--- src/rtl/conv_computation_module.sv ---
// 2-D valid correlation of a 4x4 image with a 3x3 kernel into a 2x2 result.
// Three interchangeable datapaths: single MAC, 3-PE and 2-PE systolic arrays.
module conv_computation_module #(
    parameter int DW   = 8,
    parameter int ACCW = 20
) (
    input  logic          clk,
    input  logic          rst,
    input  logic          active_send,
    input  logic          active_single,
    input  logic          active_sa3,
    input  logic          active_sa2,
    input  logic [DW-1:0] a11, a12, a13, a14,
    input  logic [DW-1:0] a21, a22, a23, a24,
    input  logic [DW-1:0] a31, a32, a33, a34,
    input  logic [DW-1:0] a41, a42, a43, a44,
    input  logic [DW-1:0] b11, b12, b13,
    input  logic [DW-1:0] b21, b22, b23,
    input  logic [DW-1:0] b31, b32, b33,
    output logic [DW-1:0] c11, c12, c21, c22,
    output logic          done_send,
    output logic          done_single,
    output logic          done_sa3,
    output logic          done_sa2
);

    localparam logic [5:0] N_SINGLE = 6'd36;
    localparam logic [4:0] N_SA3    = 5'd16;
    localparam logic [4:0] N_SA2    = 5'd28;

    logic [DW-1:0] a_in [4][4];
    logic [DW-1:0] b_in [3][3];
    logic [DW-1:0] a_r  [4][4];
    logic [DW-1:0] b_r  [3][3];

    assign a_in = '{'{a11, a12, a13, a14}, '{a21, a22, a23, a24},
                    '{a31, a32, a33, a34}, '{a41, a42, a43, a44}};
    assign b_in = '{'{b11, b12, b13}, '{b21, b22, b23}, '{b31, b32, b33}};

    // Mode priority: send > single > sa3 > sa2
    logic run_single, run_sa3, run_sa2;
    assign run_single = active_single & ~active_send;
    assign run_sa3    = active_sa3 & ~active_send & ~active_single;
    assign run_sa2    = active_sa2 & ~active_send & ~active_single & ~active_sa3;

    always_ff @(posedge clk or negedge rst) begin
        if (!rst) begin
            a_r       <= '{default: '0};
            b_r       <= '{default: '0};
            done_send <= 1'b0;
        end else begin
            done_send <= active_send;
            if (active_send) begin
                a_r <= a_in;
                b_r <= b_in;
            end
        end
    end

    // Single MAC: step k -> output k/9, tap k%9
    logic [5:0]      s_cnt;
    logic [1:0]      s_o, s_r, s_s;
    logic [2*DW-1:0] s_prod;
    logic [ACCW-1:0] s_acc [4];

    always_comb begin
        s_o    = 2'(s_cnt / 6'd9);
        s_r    = 2'((s_cnt % 6'd9) / 6'd3);
        s_s    = 2'(s_cnt % 6'd3);
        s_prod = a_r[{1'b0, s_o[1]} + s_r][{1'b0, s_o[0]} + s_s] * b_r[s_r][s_s];
    end

    always_ff @(posedge clk or negedge rst) begin
        if (!rst) begin
            s_cnt       <= '0;
            s_acc       <= '{default: '0};
            done_single <= 1'b0;
        end else if (!run_single) begin
            s_cnt       <= '0;
            s_acc       <= '{default: '0};
            done_single <= 1'b0;
        end else if (s_cnt != N_SINGLE) begin
            s_cnt      <= s_cnt + 6'd1;
            s_acc[s_o] <= s_acc[s_o] + ACCW'(s_prod);
            if (s_cnt == N_SINGLE - 6'd1)
                done_single <= 1'b1;
        end
    end

    // 3-PE array: PE s holds kernel column s, fed one cycle later than PE s-1
    logic [4:0]      t_cnt;
    logic [4:0]      t_m    [3];
    logic            t_v    [3];
    logic [1:0]      t_o    [3];
    logic [1:0]      t_r    [3];
    logic [2*DW-1:0] t_prod [3];
    logic [ACCW-1:0] p3_acc [3][4];

    always_comb begin
        for (int unsigned s = 0; s < 3; s++) begin
            t_m[s]    = t_cnt - 5'(s);
            t_v[s]    = (t_cnt >= 5'(s)) && (t_m[s] < 5'd12);
            t_o[s]    = 2'(t_m[s] / 5'd3);
            t_r[s]    = 2'(t_m[s] % 5'd3);
            t_prod[s] = a_r[{1'b0, t_o[s][1]} + t_r[s]][{1'b0, t_o[s][0]} + 2'(s)]
                        * b_r[t_r[s]][2'(s)];
        end
    end

    always_ff @(posedge clk or negedge rst) begin
        if (!rst) begin
            t_cnt    <= '0;
            p3_acc   <= '{default: '0};
            done_sa3 <= 1'b0;
        end else if (!run_sa3) begin
            t_cnt    <= '0;
            p3_acc   <= '{default: '0};
            done_sa3 <= 1'b0;
        end else if (t_cnt != N_SA3) begin
            t_cnt <= t_cnt + 5'd1;
            for (int unsigned s = 0; s < 3; s++)
                if (t_v[s])
                    p3_acc[2'(s)][t_o[s]] <= p3_acc[2'(s)][t_o[s]] + ACCW'(t_prod[s]);
            if (t_cnt == N_SA3 - 5'd1)
                done_sa3 <= 1'b1;
        end
    end

    // 2-PE array: PE j owns output column j, skewed by one cycle
    logic [4:0]      q_cnt;
    logic [4:0]      q_m    [2];
    logic            q_v    [2];
    logic            q_i    [2];
    logic [1:0]      q_r    [2];
    logic [1:0]      q_s    [2];
    logic [2*DW-1:0] q_prod [2];
    logic [ACCW-1:0] q_acc  [2][2];

    always_comb begin
        for (int unsigned j = 0; j < 2; j++) begin
            q_m[j]    = q_cnt - 5'(j);
            q_v[j]    = (q_cnt >= 5'(j)) && (q_m[j] < 5'd18);
            q_i[j]    = (q_m[j] >= 5'd9);
            q_r[j]    = 2'((q_m[j] % 5'd9) / 5'd3);
            q_s[j]    = 2'(q_m[j] % 5'd3);
            q_prod[j] = a_r[{1'b0, q_i[j]} + q_r[j]][2'(j) + q_s[j]] * b_r[q_r[j]][q_s[j]];
        end
    end

    always_ff @(posedge clk or negedge rst) begin
        if (!rst) begin
            q_cnt    <= '0;
            q_acc    <= '{default: '0};
            done_sa2 <= 1'b0;
        end else if (!run_sa2) begin
            q_cnt    <= '0;
            q_acc    <= '{default: '0};
            done_sa2 <= 1'b0;
        end else if (q_cnt != N_SA2) begin
            q_cnt <= q_cnt + 5'd1;
            for (int unsigned j = 0; j < 2; j++)
                if (q_v[j])
                    q_acc[1'(j)][q_i[j]] <= q_acc[1'(j)][q_i[j]] + ACCW'(q_prod[j]);
            if (q_cnt == N_SA2 - 5'd1)
                done_sa2 <= 1'b1;
        end
    end

    // Final sums; the single MAC folds in its last product on the completing edge
    logic [ACCW-1:0] fin [4];
    logic            fin_en;

    always_comb begin
        fin_en = 1'b0;
        fin    = '{default: '0};
        if (run_single && s_cnt == N_SINGLE - 6'd1) begin
            fin_en = 1'b1;
            for (int unsigned k = 0; k < 4; k++)
                fin[k] = s_acc[k] + ((2'(k) == s_o) ? ACCW'(s_prod) : '0);
        end else if (run_sa3 && t_cnt == N_SA3 - 5'd1) begin
            fin_en = 1'b1;
            for (int unsigned k = 0; k < 4; k++)
                fin[k] = p3_acc[0][k] + p3_acc[1][k] + p3_acc[2][k];
        end else if (run_sa2 && q_cnt == N_SA2 - 5'd1) begin
            fin_en = 1'b1;
            for (int unsigned k = 0; k < 4; k++)
                fin[k] = q_acc[1'(k % 2)][1'(k / 2)];
        end
    end

    always_ff @(posedge clk or negedge rst) begin
        if (!rst) begin
            c11 <= '0;
            c12 <= '0;
            c21 <= '0;
            c22 <= '0;
        end else if (fin_en) begin
            c11 <= fin[0][DW-1:0];
            c12 <= fin[1][DW-1:0];
            c21 <= fin[2][DW-1:0];
            c22 <= fin[3][DW-1:0];
        end
    end

endmodule

--- config.mk ---
export PLATFORM = sky130hd
export DESIGN_NAME = conv_computation_module
export DESIGN_NICKNAME = d
export VERILOG_FILES = /design/src/rtl/conv_computation_module.sv
export SDC_FILE = /design/constraint.sdc
export NUM_CORES = 2
export LEC_CHECK = 0
export ABC_AREA = 0
export CAP_MARGIN = 20
export CORE_UTILIZATION = 40
export CTS_BUF_LIST = sky130_fd_sc_hd__clkbuf_4 sky130_fd_sc_hd__clkbuf_8
export DETAILED_ROUTE_END_ITERATION = 8
export PLACE_DENSITY = 0.64
export SKIP_CTS_REPAIR_TIMING = 1
export SYNTH_ARGS = -nofsm -noshare
export SYNTH_HDL_FRONTEND = slang
export SYNTH_SLANG_ARGS = --single-unit
--- constraint.sdc ---
create_clock -name clk -period 38.7 [get_ports clk]
set_clock_uncertainty 0.1 [all_clocks]
set_input_delay 3.87 -clock clk [delete_from_list [all_inputs] [get_ports clk]]
set_output_delay 3.87 -clock clk [all_outputs]
set_load 0.02 [all_outputs]
* After elaboration in Yosys (flattened, before gate mapping) *
Cells that the tools add are included.
Widths: inputs -> output; s select.

word-level totals
  register bits = 652
  input port bits = 206

operators by class
  $add $sub $neg = 34
  multipliers = 6
  div/mod/pow operators = 16
  magnitude comparators = 44
  equality and inequality tests = 20
  mux-type cells = 135
  bitwise gates (word level) = 35
  reductions and logical operators = 23

operator list
  kind                 count
  $mux 80              7
  $mux 240             2
  $mux 20              20
  $bmux 32 s2          6
  $mux 32              12
  $bwmux 80            4
  $bmux 24 s2          6
  $mux 68              3
  $mux 24              8
  $add 20x16->20       9
  $mux 8               21
  $bmux 20 s2          4
  $demux 20 s2         4
  $bmux 8 s2           9
  $add 20x20->20       6
  $mul 8x8->16         6
  $bwmux 40            2
  $mux 16              5
  $mux 40              2
  $ge 3x3->1 const B   24
  $not 2->3            23
  $demux 20 s1         2
  $div 5x2->5 const B  5
  $mod 5x2->5 const B  5
  other kinds (40)     118

* Depth between registers and ports, before layout *
  word-level depth = 17
  gate-level depth with buffers = 74
  gate-level depth less buffers = 64

* Least setup slack after synthesis *
Ideal clock, no wire load.

  kind = register -> register
  start = register s_cnt[3]
  end = register c21[7]
  data arrival time = 13579 ps
  data required time = 38466 ps
  setup slack = 24887 ps
  cell stages (with the launch flop) = 74
  period minus slack after synthesis = 13813 ps
  path through = dfrtp_1 -> buf_4 -> nor2_2 -> nor2_1 -> a21oi_1 -> ha_1 -> buf_4 -> nand2b_1 -> a21oi_1 -> nor2_1 -> nand2_2 -> inv_2 -> xnor2_1 -> inv_1 -> ha_1 -> nand2b_1 -> a211o_1 -> nand3_1 -> [... 38 more ...] -> inv_1 -> fa_1 -> ha_1 -> inv_1 -> fa_1 -> inv_1 -> ha_1 -> xnor2_1 -> nor2_1 -> ha_1 -> inv_1 -> o21bai_1 -> a21oi_1 -> xnor2_1 -> or3_1 -> nor2_1 -> a2111oi_1 -> nand2_1

between the ends
  word-level cells in the longest chain between the ends = 14

ends and longest elaborated chain
  element                                     RTL line  RTL
  start: declaration                          61        logic [5:0] s_cnt;
  start signal: assignment                    83        s_cnt <= s_cnt + 6'd1;
  $mod 6x4->6                                 68        s_r = 2'((s_cnt % 6'd9) / 6'd3);
  $div 6x2->6                                 68
  $add 1x2->2                                 70        s_prod = a_r[{1'b0, s_o[1]} + s_r][{1'b0, s_o[0]} + s_s] * b_r[s_r][s_s];
  $not 2->3 (not written as such)             70
  $bmux 32 s2                                 70
  $mux 32 (not written as such) (2 in a row)  70
  $bmux 8 s2                                  70
  $mux 8 (not written as such) (2 in a row)   70
  $mul 8x8->16                                70
  $mux 16                                     179       fin[k] = s_acc[k] + ((2'(k) == s_o) ? ACCW'(s_prod) : '0);
  $add 20x16->20                              179
  $mux 68                                     176       if (run_single && s_cnt == N_SINGLE - 6'd1) begin
  end signal: assignment                      200       c21 <= fin[2][DW-1:0];
  end: declaration                            20        output logic [DW-1:0] c11, c12, c21, c22,

Several ways; a longest one is shown, not always the timed one. The select of a mux whose other input is x is not followed.
A chain may end at the register's enable or synchronous reset.

* Worst setup path after layout *
  start = register s_cnt[4]
  end = register c22[7]

between the ends
  word-level cells in the longest chain between the ends = 14

ends and longest elaborated chain
  element                                     RTL line  RTL
  $mod 6x4->6                                 68
  $div 6x2->6                                 68
  $add 1x2->2                                 70
  $not 2->3 (not written as such)             70
  $bmux 32 s2                                 70
  $mux 32 (not written as such) (2 in a row)  70
  $bmux 8 s2                                  70
  $mux 8 (not written as such) (2 in a row)   70
  $mul 8x8->16                                70
  $mux 16                                     179
  $add 20x16->20                              179
  $mux 68                                     176
  end signal: assignment                      201       c22 <= fin[3][DW-1:0];
  end: declaration                            20

Several ways; a longest one is shown, not always the timed one. The select of a mux whose other input is x is not followed.

==> reports/qor.txt <==
compound-gate portion of the synthesized area = 12.2%
Worst Tran Pin Value = 1260 ps
sequential fraction of the synthesis area = 26.8%
post-synthesis simple-gate area fraction = 14.7%
Fill cells = 9140
clk sinks = 412
wire per inst = 24.8 um
die area = 97300 um2
switching portion of total power = 44.7%
Ys Warns = 0
drt initial violations = 3589
Gate power share = 59.2%
final core occ = 46.1%
vias in the first global route = 31900
chip height = 312 um
met3 Resource Use GR = 5.48%
crit share post-route = 48.0%
Worst Setup End Kind = flip-flop
slowest stage delay, CP = 1010 ps
NetSw = 0.00109 W
Die Wd = 312 um
f_max = 53.9 MHz
ys flop type = dfrtp_1
hold path cells = 2
CTS tree = built
commonest cells after routing, fill and taps aside = nor2_1, dfrtp_1, nand2_1, mux2i_1, inv_1
Routed WL = 138000 um
pre-CTS setup slack = 20490 ps
Final Cell Area = 43800 um2
critical-path maximum fanout = 47
Hold Vio Cnt, Final = 0
ys async rst share = 100%
worst hold path type = flip-flop to flip-flop
routability cong. = 0.993
Pleak = 19.6 nW
most used cell, CP = ha_1
R2R depth = 62
Setup CP Type = flip-flop to flip-flop
post-route setup slack = 20140 ps
relative slew slack = 15.5%
drt first pass iters = 8
worst skew pair latency = 770 ps
IO buf count = 241
routed vias = 32700
Worst EP arrival = 19070 ps
crit path launch type = flip-flop
Congestion Overflow GR = 0
max cap viols = 0
Global Route Usage Sum = 28.2%
largest net degree at the start of global routing = 158
DRC = 0
slowest CP cell = ha_2
Net Count, Synth = 4611
status = finished, final reports clean
layout cells sized above 1 = 15.7%
Syn Inst Count = 4042
total power per unit cell area = 55.7 nW/um2
Num CTS Buffers = 78
placed cell areas = 42100 um2
Area Overhead vs Synth = 14.1%
Multi-input gate area = 26300 um2
Clock transition at path regs = 60 ps
Register Area = 10300 um2
DR vias/cell = 5.90
Initial Util = 40.4%
RSZ-0062 raised after global routing = false
Seq pwr share = 21.5%
Crit path required time = 39210 ps
Synth Cell Area = 38400 um2
adder-cell area share of the yosys netlist = 14.6%
power share of the clock group = 19.2%
global-route wire length before repair = 206000 um
# IOs = 242
Post-DP HPWL = 106000 um
H-tree Lvls = 3
setup violators final = 0
aggregate negative setup slack = 0 ps
Synth Register Bits = 412
mux cell area share after synthesis = 21.3%
Max Buffers Root-to-Sink = 3
Synth Area in XOR/XNOR = 5.25%
count of cell types in the netlist = 112
Clock Tree Root = clkbuf_8
GR peak layer = met2
fin. max-slew vios = 0
antenna violations before repair = 4
min cycle time layout = 18560 ps
Peak VDD IR = 0.0622 mV
Post-synth EDFFs = 0
ANT nets after route = 0
Avg Inst Size Synth = 9.51 um2
largest family of logic cells by synthesized area = multiplexers
met2 GRT Util = 42.1%
Pint = 0.00135 W
Layout Nets = 4783
core area = 95000 um2
GR Layer Usage met1 = 37.6%
FP Rows = 113
## worst max-delay path: cells and delay by family, from the launching register on
| family | cells | cell delay, ps |
|---|---|---|
| flops | 1 | 660 |
| xor+xnor | 5 | 1580 |
| mux | 1 | 310 |
| fa+ha+maj | 13 | 5020 |
| buf+inv | 10 | 1870 |
| simple gates | 21 | 4560 |
| compound gates | 12 | 4300 |
## cells by family (layout without fill, tap and decap cells)
family                   count (synthesis)  in the layout
buffers and inverters                  498            729
XOR/XNOR                               214            214
flip-flops                             412            412
AO/OA/AOI/OAI                          700            700
other                                    0              1
AND/OR/NAND/NOR                       1194           1194
multiplexers                           660            660
adder cells (fa/ha/maj)                364            364
## final timing paths
kind / slack [ps] / to / startpoint
worst max-delay path: 20140 / c22[7] / s_cnt[4]
worst min-delay path: 400 / done_sa3 / done_sa3
worst max register to register: 20140 / c22[7] / s_cnt[4]
worst min register to register: 400 / done_sa3 / done_sa3
max in group asynchronous: 33390 / b_r[1] / rst
min in group asynchronous: 3050 / a_r[119] / rst
## power groups by stage
stage          logic, W  registers [W]  clock network, W
6_report        0.00145       0.000526          0.000470
5_1_grt         0.00160       0.000525          0.000502
4_1_cts         0.00143       0.000522          0.000482
3_5_place_dp    0.00142       0.000530                 0
3_3_place_gp    0.00140       0.000529                 0
2_1_floorplan   0.00106       0.000492                 0
## metrics by stage
step	std cells	hold slack, ps	power, W
after floorplan	4042	378	0.00155
after global placement	5397	389	0.00193
after detailed placement	5397	392	0.00195
after CTS	5536	408	0.00243
after global routing	5539	441	0.00262
final	5539	400	0.00244
## cell type report
type / count / area share [%]
multi-input combinational: 3132 / 59.9
clock buffer: 117 / 3.46
inverter: 288 / 2.47
timing repair buffer: 302 / 6.61
sequential: 412 / 23.5
clock inverter: 22 / 0.420
tap: 1265 / 3.61
antenna: 1 / 0.00571
## registers in the layout, summed over array words and instances, names as in the netlist
| name | flops |
|---|---|
| a_r | 128 |
| p3_acc | 96 |
| b_r | 72 |
| q_acc | 32 |
| s_acc | 32 |
| c11 | 8 |
| c12 | 8 |
| c21 | 8 |
| c22 | 8 |
| s_cnt | 6 |
| q_cnt | 5 |
| t_cnt | 5 |
| done_sa2 | 1 |
| done_sa3 | 1 |
| done_send | 1 |
| done_single | 1 |
## synth_stat cells, types with 110 or more instances
cell,instances,area [um2]
clkbuf_1,149,559
o21ai_0,110,551
ha_1,224,2800
nand2_1,340,1280
xnor2_1,153,1340
nor2_1,412,1550
fa_1,139,2780
dfrtp_1,412,10300
inv_1,280,1050
mux2_2,255,2870
a21oi_1,192,961
mux2i_1,305,3050
## routing by layer
metal | part of all wire (%) | routed length [um] | vias to the layer above
met3 | 8.4 | 11600 | 417
met2 | 44 | 60000 | 1688
met1 | 41 | 56400 | 15900
li1 | - | - | 14700
met4 | 7.0 | 9630 | 2
met5 | 0.0094 | 13 | -
Note: power is estimated with default switching activity, not from simulation.
